--- src/rtl/fpg8_mem_pkg.sv ---
// Shared memory-subsystem constants: RAM geometry, arbiter FSM state codes, RAM owner codes.
// No logic; no latency.
// No flow control.
package fpg8_mem_pkg;

    localparam int ADDR_W = 12;
    localparam int DATA_W = 16;

    localparam logic [1:0] ST_NORMAL    = 2'd0;
    localparam logic [1:0] ST_HOLD_PEND = 2'd1;
    localparam logic [1:0] ST_HOLD      = 2'd2;

    localparam logic OWN_CPU = 1'b0;
    localparam logic OWN_LDR = 1'b1;

endpackage

--- src/rtl/ram_arbiter_starve_counter.sv ---
// Saturating loader-wait counter with a clear input and a terminal (LIMIT-1) flag.
// One-cycle registered count; term is combinational from the count.
// No backpressure; inc is ignored once the count saturates at LIMIT.
module ram_arbiter_starve_counter #(
    parameter int CNT_W = 4,
    parameter int LIMIT = 8
) (
    input  logic clk,
    input  logic reset,
    input  logic clr,
    input  logic inc,
    output logic term
);

    localparam logic [CNT_W-1:0] SAT_VAL  = CNT_W'(LIMIT);
    localparam logic [CNT_W-1:0] TERM_VAL = CNT_W'(LIMIT - 1);

    logic [CNT_W-1:0] cnt;

    always_ff @(posedge clk) begin
        if (reset || clr) begin
            cnt <= '0;
        end else if (inc && (cnt != SAT_VAL)) begin
            cnt <= cnt + 1'b1;
        end
    end

    assign term = (cnt == TERM_VAL);

endmodule

--- src/rtl/ram_arbiter.sv ---
// Shares the single-port RAM between the CPU path (fixed priority) and the loader/debug port.
// RAM mux and ldr_ack are combinational; ldr_rvalid, cpu_hold and conflict are registered.
// The CPU is never stalled per access; a starved or bulk loader forces cpu_hold instead.
import fpg8_mem_pkg::*;

module ram_arbiter #(
    parameter int ADDR_W       = fpg8_mem_pkg::ADDR_W,
    parameter int DATA_W       = fpg8_mem_pkg::DATA_W,
    parameter int STARVE_LIMIT = 8,
    parameter int CNT_W        = 4
) (
    input  logic              clk,
    input  logic              reset,
    input  logic              cpu_r_en,
    input  logic              cpu_w_en,
    input  logic [ADDR_W-1:0] cpu_addr,
    input  logic [DATA_W-1:0] cpu_w_data,
    output logic [DATA_W-1:0] cpu_r_data,
    input  logic              ldr_req,
    input  logic              ldr_we,
    input  logic [ADDR_W-1:0] ldr_addr,
    input  logic [DATA_W-1:0] ldr_w_data,
    input  logic              ldr_hold_req,
    output logic              ldr_ack,
    output logic              ldr_rvalid,
    output logic [DATA_W-1:0] ldr_r_data,
    output logic              cpu_hold,
    output logic              conflict,
    output logic              ram_r_en,
    output logic              ram_w_en,
    output logic [ADDR_W-1:0] ram_addr,
    output logic [DATA_W-1:0] ram_w_data,
    input  logic [DATA_W-1:0] ram_r_data
);

    logic [1:0] state;
    logic       cpu_act;
    logic       owner;
    logic       ldr_wait;
    logic       starve_term;

    always_comb begin
        cpu_act = cpu_r_en | cpu_w_en;
        owner   = cpu_act ? OWN_CPU : OWN_LDR;
        // A loader request seen during reset is dropped, not acked.
        ldr_ack = (owner == OWN_LDR) & ldr_req & ~reset;

        ram_addr   = ldr_addr;
        ram_w_data = ldr_w_data;
        ram_w_en   = 1'b0;
        ram_r_en   = 1'b0;
        if (owner == OWN_CPU) begin
            ram_addr   = cpu_addr;
            ram_w_data = cpu_w_data;
            ram_w_en   = cpu_w_en;
            ram_r_en   = cpu_r_en & ~cpu_w_en;
        end else if (ldr_ack) begin
            ram_w_en = ldr_we;
            ram_r_en = ~ldr_we;
        end
    end

    assign ldr_wait   = ldr_req & ~ldr_ack;
    assign cpu_r_data = ram_r_data;
    assign ldr_r_data = ram_r_data;

    ram_arbiter_starve_counter #(
        .CNT_W (CNT_W),
        .LIMIT (STARVE_LIMIT)
    ) u_starve_counter (
        .clk   (clk),
        .reset (reset),
        .clr   (~ldr_req | ldr_ack),
        .inc   (ldr_wait),
        .term  (starve_term)
    );

    always_ff @(posedge clk) begin
        if (reset) begin
            state      <= ST_NORMAL;
            cpu_hold   <= 1'b0;
            ldr_rvalid <= 1'b0;
            conflict   <= 1'b0;
        end else begin
            ldr_rvalid <= ldr_ack & ~ldr_we;
            if ((cpu_act && (state == ST_HOLD)) || (cpu_r_en && cpu_w_en)) begin
                conflict <= 1'b1;
            end
            case (state)
                ST_NORMAL: begin
                    if ((starve_term && ldr_wait) || ldr_hold_req) begin
                        state    <= ST_HOLD_PEND;
                        cpu_hold <= 1'b1;
                    end
                end
                // CPU may still be finishing its last access when hold is raised.
                ST_HOLD_PEND: begin
                    if (!cpu_act) begin
                        state <= ST_HOLD;
                    end
                end
                ST_HOLD: begin
                    if (!ldr_hold_req && (ldr_ack || !ldr_req)) begin
                        state    <= ST_NORMAL;
                        cpu_hold <= 1'b0;
                    end
                end
                default: begin
                    state    <= ST_NORMAL;
                    cpu_hold <= 1'b0;
                end
            endcase
        end
    end

endmodule

--- config.mk ---
export PLATFORM = sky130hd
export DESIGN_NAME = ram_arbiter
export DESIGN_NICKNAME = d
export VERILOG_FILES = /design/src/rtl/fpg8_mem_pkg.sv /design/src/rtl/ram_arbiter_starve_counter.sv /design/src/rtl/ram_arbiter.sv
export SDC_FILE = /design/constraint.sdc
export NUM_CORES = 1
export LEC_CHECK = 0
export ABC_AREA = 1
export CELL_PAD_IN_SITES_DETAIL_PLACEMENT = 0
export CELL_PAD_IN_SITES_GLOBAL_PLACEMENT = 2
export CORE_ASPECT_RATIO = 1.4
export CORE_MARGIN = 2
export CORE_UTILIZATION = 10
export CTS_BUF_LIST = sky130_fd_sc_hd__clkbuf_8 sky130_fd_sc_hd__clkbuf_16
export DETAILED_ROUTE_END_ITERATION = 12
export PLACE_DENSITY = 0.81
export SYNTH_ARGS = -nofsm -noshare
export SYNTH_HDL_FRONTEND = slang
export SYNTH_SLANG_ARGS = --single-unit
--- constraint.sdc ---
create_clock -name clk -period 1.65 [get_ports clk]
set_input_delay 0.4125 -clock clk [delete_from_list [all_inputs] [get_ports clk]]
set_output_delay 0.4125 -clock clk [all_outputs]
set_load 0.02 [all_outputs]
# After elaboration in Yosys (flattened, before gate mapping)
# Index checks and enable logic that the tools add are counted.
# word_totals
regBits	9
in_bits	79
output_inout_bits	66
word_cells	54
# classes
addsub	1
n_eq_ne	7
n_mux	14
bitwise_logic	13
reduce_logical	14
# op_table
op	n
$mux W16	1
$mux W12	1
$mux W1	7
$mux W2	3
$not A1 Y1	6
$pmux W2 S3	1
$reduce_and A3 Y1	2
$and A1 B1 Y1	5
$logic_and A1 B1 Y1	5
$add A4 B1 Y4 const B	1
$eq A4 B3 Y1 const B	1
$logic_or A1 B1 Y1	4
$ne A2 B2 Y1 const B	2
$ne A4 B4 Y1 const B	1
$pmux W1 S3	1
$eq A2 B1 Y1 const B	1
$eq A2 B2 Y1 const B	1
$logic_not A1 Y1	2
$logic_not A2 Y1	1
$ne A2 B1 Y1 const B	1
$or A1 B1 Y1	2

# Longest topological paths before layout
# Gate-level depths: netlist of run 1.
# depth
depth_word	10
ltp_mapped	9
depth_no_buf	9

# By module
# Synthesis of run 1 repeated with hierarchy kept, for this count alone.
# hier_totals
hier_cells	202
area_unflattened_um2	1141.1
# modules_own_cells
mod	instances	cells_each	area_each_um2	seq_area_each_um2
ram_arbiter	1	165	895.9	100.1
ram_arbiter_starve_counter	1	37	245.2	80.1

# Worst setup path before layout of run 1
# No wires, ideal clock.
# synth_path
path_type	input to output
start	input cpu_w_en
end	output ram_w_data[10]
t_arrival_ns	1.174
required_time_ns	1.237
slack_ns	0.064
cell_stages	5
n_path_buf	2
path_cell_list	nor2_2 buf_4 buf_2 nand2_1 nand2_1
# synth_via
elab_chain_cells	2
# synth_lines
element	line	source
start, declared	ram_arbiter.sv:15	input logic cpu_w_en,
$or A1 B1 Y1	ram_arbiter.sv:43	cpu_act = cpu_r_en | cpu_w_en;
$mux W16	ram_arbiter.sv:52	if (owner == OWN_CPU) begin
end, declared	ram_arbiter.sv:32	output logic [DATA_W-1:0] ram_w_data,
# Every way passes these cells.

# Worst setup path after layout of run 1
# layout_path
start	input cpu_w_en
end	output ram_w_data[5]
# Same word-level chain as after synthesis.

==> metrics, run 1 <==
fmax 0.607 GHz; Synth area leader nand2_1; Post-Synthesis Cell Area 1080 um^2; Initial Util 0.103; CORE AREA 10500 um^2; DRT Pass-1 Iters 2; CTS tree built; setup violators final 0; Worst EP arrival 1240 ps; Fillers 1176; Slew HR 0.840; cell mode on critical path buf_6; Setup Skew 0.495 ps; ANT nets after route 0; slowest CP cell buf_12; Final Hold Slack 467 ps; CTS H-tree lvls 1; Routed Wire Length 4450 um; M1 GR Usage 0.0746; Seq cells post-synth 9; Req. time, crit path 1240 ps; switching power 0.415 mW; Seq/Total Area, Yosys 0.167; busiest grt layer met2; yosys synthesis warning count 0; CP Class input pin to output pin; Synth async-reset ratio 0; nets@finish 349; vias 1389; Synth top area share 0.306; share of cells above drive strength 1 0.408; RePlAce Congestion 0.677; Mean Syn Cell Area 5.75 um^2; RSZ-0062 raised after global routing yes; Slew Viols, Final 0; Distinct cells, synth 24; Num CTS Buffers 3; status complete, no violations; Hold Path Class flop to flop; Synth area leaders nand2_1 31%, buf_4 23%, dfxtp_1 17%; Die Area 11700 um^2; Cells after Synth 188; Area growth, synth to finish 132%; Clock Path Buffers 2; Ports 145; final-report hold violation count 0; VDD IR max 0.293 mV; vias in the first global route 1474; Rows 44; sw frac 0.311; GRT Overall Usage 0.0756; Comb power frac 0.498; number of remaining DRC errors 0; GR Layer Usage met3 0.0124; root buffer cell clkbuf_16; crit-path cells buf_2 > nor2_4 > buf_6 > inv_8 > buf_12 > nand2_4 > nand2_2 > buf_6; Via density 3.43; top cells by count, synth 88 x nand2_1, 33 x buf_4, 14 x inv_1, 9 x dfxtp_1, 7 x a21oi_1; Clk pwr share 0.323; worst-path maximum fanout 8; internal cell power 0.918 mW; Final TNS setup 0 ps; element type at the critical path end output pin; port buffer count 96; M2 GR Usage 0.151; commonest register cell after synthesis dfxtp_1; min cycle time layout 1650 ps; die height 127 um; largest net degree at the start of global routing 12; syn nets 269; antenna violations before repair 0; Die Width 91.9 um; GRT Residual Overflow 0; startpoint types input pin; sequential power share 0.179; Slowest Stage Delay on Critical Path 150 ps; Clock Pin Slew Worst Setup and Hold Paths 40 ps; dpl hpwl 3190 um; Worst Max-Slew Pin Slew 239 ps; max cap viols 0; first-pass GRT wire length 6910 um; count leader, synth nand2_1; WL/cell 11.0 um; Leakage 1.13 nW; Post-synth EDFFs 0; final worst-path cycle share 0.999; Power per Cell Area 532 nW/um^2; initial detailed-routing violation count 10; Ant. Diodes 0; clock latency on the worst-skew pair 240 ps; Sinks on Clock Net 9
[cells by family (layout without fill, tap and decap cells)]
group           Yosys count  in the layout  share of synthesized area
compound gates           14             14                     0.0752
fa+ha+maj                 2              2                     0.0231
buf+inv                  52            131                      0.297
simple gates            111            111                      0.438
flops                     9              9                      0.167
[worst max-delay path: cells and delay by family]
family | cells | cell delay (ps)
AND/OR/NAND/NOR | 3 | 230
buffers and inverters | 5 | 570
[layout by cell type (no fill, tap or decap), types with 3 or more instances in the layout]
master / count
nand2_2: 27
inv_1: 13
nand3_1: 4
a21oi_1: 7
nand2_1: 47
clkbuf_16: 3
nand2_4: 19
buf_16: 4
nor2_1: 5
buf_12: 3
dlygate4sd2_1: 3
buf_6: 32
buf_2: 3
dfxtp_1: 9
clkdlybuf4s50_1: 60
buf_4: 8
[per-stage QoR]
stage                     utilization  setup WS [ps]  instances  area, um^2  total power, mW
final                           0.240           1.39        405        2510             1.33
after global routing            0.240          -48.3        405        2510             1.39
after CTS                       0.230          -11.1        405        2400             1.32
after detailed placement        0.197           -888        395        2070            0.785
after global placement          0.197           -888        395        2070            0.783
after floorplan                     -           63.5        188        1080            0.560
[timing repair]
action / 4_1_cts / 5_1_grt
resized for setup: 238 / 28
cloned: 4 / 0
buffers inserted: 2 / 0
hold buffers: 0 / 0
pin swaps: 12 / 2
setup endpoints to repair: 31 / 28
[final timing paths]
| path | from | end | slack, ps | cells after the start |
|---|---|---|---|---|
| setup / recovery | cpu_w_en | ram_w_data[5] | 1 | 8 |
| hold / removal | cpu_hold | cpu_hold | 470 | 2 |
| hold reg to reg | cpu_hold | cpu_hold | 470 | 2 |
| setup reg to reg | u_starve_counter.cnt[0] | u_starve_counter.cnt[3] | 370 | 7 |
[metal layers]
metal | share of wire | wire length [um] | vias up
met5 | 0 | 0 | -
met4 | 0.022 | 96 | 0
met3 | 0.078 | 346 | 11
met2 | 0.56 | 2470 | 68
met1 | 0.35 | 1540 | 608
li1 | - | - | 702
[registers in the layout, indices dropped and copies added, names as in the netlist]
register,flops
u_starve_counter.cnt,4
state,2
cpu_hold,1
conflict,1
ldr_rvalid,1
[final cells by class]
type | instances | area, um^2 | area share
inverters | 14 | 60.1 | 0.0240
well taps | 138 | 173 | 0.0689
repair buffers | 113 | 1230 | 0.492
clock inverters | 1 | 3.75 | 0.00150
clock buffers | 3 | 75.1 | 0.0299
flip-flops and latches | 9 | 180 | 0.0719
multi-input cells | 127 | 783 | 0.312
[power groups by stage]
stage	Clock (mW)	Combinational [mW]	Sequential [mW]
2_1_floorplan	0	0.313	0.247
3_3_place_gp	0	0.542	0.242
3_5_place_dp	0	0.543	0.242
4_1_cts	0.440	0.642	0.239
5_1_grt	0.444	0.709	0.240
6_report	0.431	0.663	0.238
Power figures use the tool's default switching activity.
==> inputs of run 2 (changes only) <==
--- a/config.mk
+++ b/config.mk
@@ -9,10 +9,10 @@
 export CELL_PAD_IN_SITES_DETAIL_PLACEMENT = 0
 export CELL_PAD_IN_SITES_GLOBAL_PLACEMENT = 2
 export CORE_ASPECT_RATIO = 1.4
-export CORE_MARGIN = 2
 export CORE_UTILIZATION = 10
 export CTS_BUF_LIST = sky130_fd_sc_hd__clkbuf_8 sky130_fd_sc_hd__clkbuf_16
 export DETAILED_ROUTE_END_ITERATION = 12
+export MAX_ROUTING_LAYER = met4
 export PLACE_DENSITY = 0.81
 export SYNTH_ARGS = -nofsm -noshare
 export SYNTH_HDL_FRONTEND = slang
==> run 2 against run 1 <==
Clock skew up 4.0 ps. Maximum frequency down 6.8%. The run now ends with negative setup slack left. Sequential share of layout area fell by 0.24 points. Die area is 3.7% lower. Clock power up 1%.
==> metrics, run 2 (synthesis gave the netlist of run 1 again) <==
Req. time, crit path 1240 ps (about the same); Die Area 11200 um^2 (-3.7%); share of cells above drive strength 1 0.468 (+0.0602); initial detailed-routing violation count 15 (+5); dpl hpwl 2810 um (-12%); setup violators final 28 (+28); Post-Place Worst Slack -831 ps (+56.8 ps); Sinks on Clock Net 9 (unchanged); Largest regs u_starve_counter.cnt x4, state x2; min cycle time layout 1770 ps (+121 ps); CORE AREA 10500 um^2 (unchanged); WL/cell 10.5 um (-4.7%); CP Class input pin to output pin; ANT nets after route 0 (unchanged); Area growth, synth to finish 140%; Slew Viols, Final 0 (unchanged); vias 1379 (-0.72%); VDD IR max 0.250 mV (-15%); root buffer cell clkbuf_16; worst-path maximum fanout 7 (-1); Worst EP arrival 1360 ps (+120 ps); GRT Overall Usage 0.0777 (+0.00208); Ports 145 (unchanged); Via density 3.39 (-1.2%); Fillers 1169 (-0.60%); most frequent cells in the layout 59 x clkdlybuf4s50_1, 37 x nand2_2, 35 x buf_6, 33 x nand2_1, 23 x nand2_4; Top reg by flops u_starve_counter.cnt; number of remaining DRC errors 0 (unchanged); final worst-path cycle share 1.07 (+0.0731); setup slack after layout -119 ps (-121 ps); CTS tree built; final total power 1.35 mW (+1.5%); fmax 0.565 GHz (-6.8%); clock latency on the worst-skew pair 240 ps (about the same); RePlAce Congestion 0.761 (+12%); Final TNS setup -2930 ps (-2930 ps); Slew HR 0.829 (-0.0106); nets@finish 351 (+0.57%); CTS H-tree lvls 1 (unchanged); die height 125 um (-1.6%); Num CTS Buffers 3 (unchanged); Initial Util 0.103 (unchanged); GRT Residual Overflow 0 (unchanged); vias in the first global route 1449 (-1.7%); startpoint types input pin; final-report hold violation count 0 (unchanged); Worst Max-Slew Pin Slew 256 ps (+16.4 ps); element type at the critical path end output pin; Largest register FFs 4 (unchanged); Ant. Diodes 0 (unchanged); Clock Pin Slew Worst Setup and Hold Paths 40 ps (about the same); largest net degree at the start of global routing 12 (unchanged); Routed Wire Length 4260 um (-4.2%); Clock Path Buffers 2 (unchanged); max cap viols 0 (unchanged); Die Width 89.9 um (-2.2%); Rows 44 (unchanged); port buffer count 96 (unchanged); antenna violations before repair 0 (unchanged); RSZ-0062 raised after global routing yes; Hold Path Class flop to flop; status finished, violations left; Setup Skew 4.50 ps (+4.01 ps); leading cell type in the layout, fill and taps excluded clkdlybuf4s50_1; Leakage 1.16 nW (+2.7%); first-pass GRT wire length 6760 um (-2.1%); DRT Pass-1 Iters 2 (unchanged); failing checks negative setup slack; Power per Cell Area 522 nW/um^2 (-1.9%)
[run 2: cell count changes in the layout (fill, tap and decap cells not counted), sizes merged]
cell / delta
clkbuf: +2
inv: -2
clkdlybuf4s50: -1
clkinv: +1
clkinvlp: +1
dlymetal6s2s: +1
[run 2: layout make-up]
| type | instances | area (um^2) | area share |
|---|---|---|---|
| sequential | 9 | 180 | 0.0695 |
| inverter | 14 | 56.3 | 0.0217 |
| multi-input combinational | 127 | 846 | 0.326 |
| clock inverter | 1 | 5.00 | 0.00193 |
| clock buffer | 3 | 75.1 | 0.0289 |
| timing repair buffer | 115 | 1260 | 0.485 |
| tap | 138 | 173 | 0.0666 |
[run 2: layer usage]
layer,track usage,up-vias,share of wire
met2,0.147,73,0.53
met4,0.0351,0,0.019
met1,0.0785,589,0.39
met5,-,-,0
met3,0.0109,11,0.069
li1,-,706,-
[run 2: critical path, stage by stage]
cell	delay (ps)
buf_8	100
nor2_4	120
buf_6	110
clkinvlp_4	150
buf_6	210
nand2_4	60
nand2_2	50
buf_6	120
[run 2: worst paths after layout]
check | to | cells after the start | from | slack [ps]
max reg2reg | u_starve_counter.cnt[3] | 7 | u_starve_counter.cnt[0] | 360
max | ram_w_data[13] | 8 | cpu_w_en | -120
min reg2reg | cpu_hold | 2 | cpu_hold | 460
min | cpu_hold | 2 | cpu_hold | 460
[run 2: per-stage QoR]
| stage | instances | hold slack [ps] | utilization | cell area, um^2 |
|---|---|---|---|---|
| finish | 407 | 459 | 0.248 | 2590 |
| global route | 407 | 503 | 0.248 | 2590 |
| CTS | 408 | 467 | 0.244 | 2550 |
| detailed placement | 395 | 458 | 0.197 | 2060 |
| global placement | 395 | 456 | 0.197 | 2060 |
| floorplan | 188 | 464 | - | 1080 |
[run 2: report_power, final]
part	leakage [nW]	switching, mW	internal (mW)
Sequential	0.0737	0.00682	0.231
Combinational	1.05	0.300	0.379
Clock	0.0409	0.116	0.320
Total	1.16	0.423	0.929
[run 2: repair_timing]
action | in CTS | in global routing
setup buffers | 5 | 2
hold buffers | 0 | 0
setup endpoints to repair | 32 | 32
resized for setup | 254 | 37
cloned | 4 | 1
pin swaps | 14 | 5
==> inputs of run 3 (changes only) <==
--- a/config.mk
+++ b/config.mk
@@ -14,6 +14,7 @@
 export DETAILED_ROUTE_END_ITERATION = 12
 export MAX_ROUTING_LAYER = met4
 export PLACE_DENSITY = 0.81
+export SLEW_MARGIN = 5
 export SYNTH_ARGS = -nofsm -noshare
 export SYNTH_HDL_FRONTEND = slang
 export SYNTH_SLANG_ARGS = --single-unit
==> results of run 3 <==
Same layout as run 2: the final DEF is identical, and so are final timing and power.
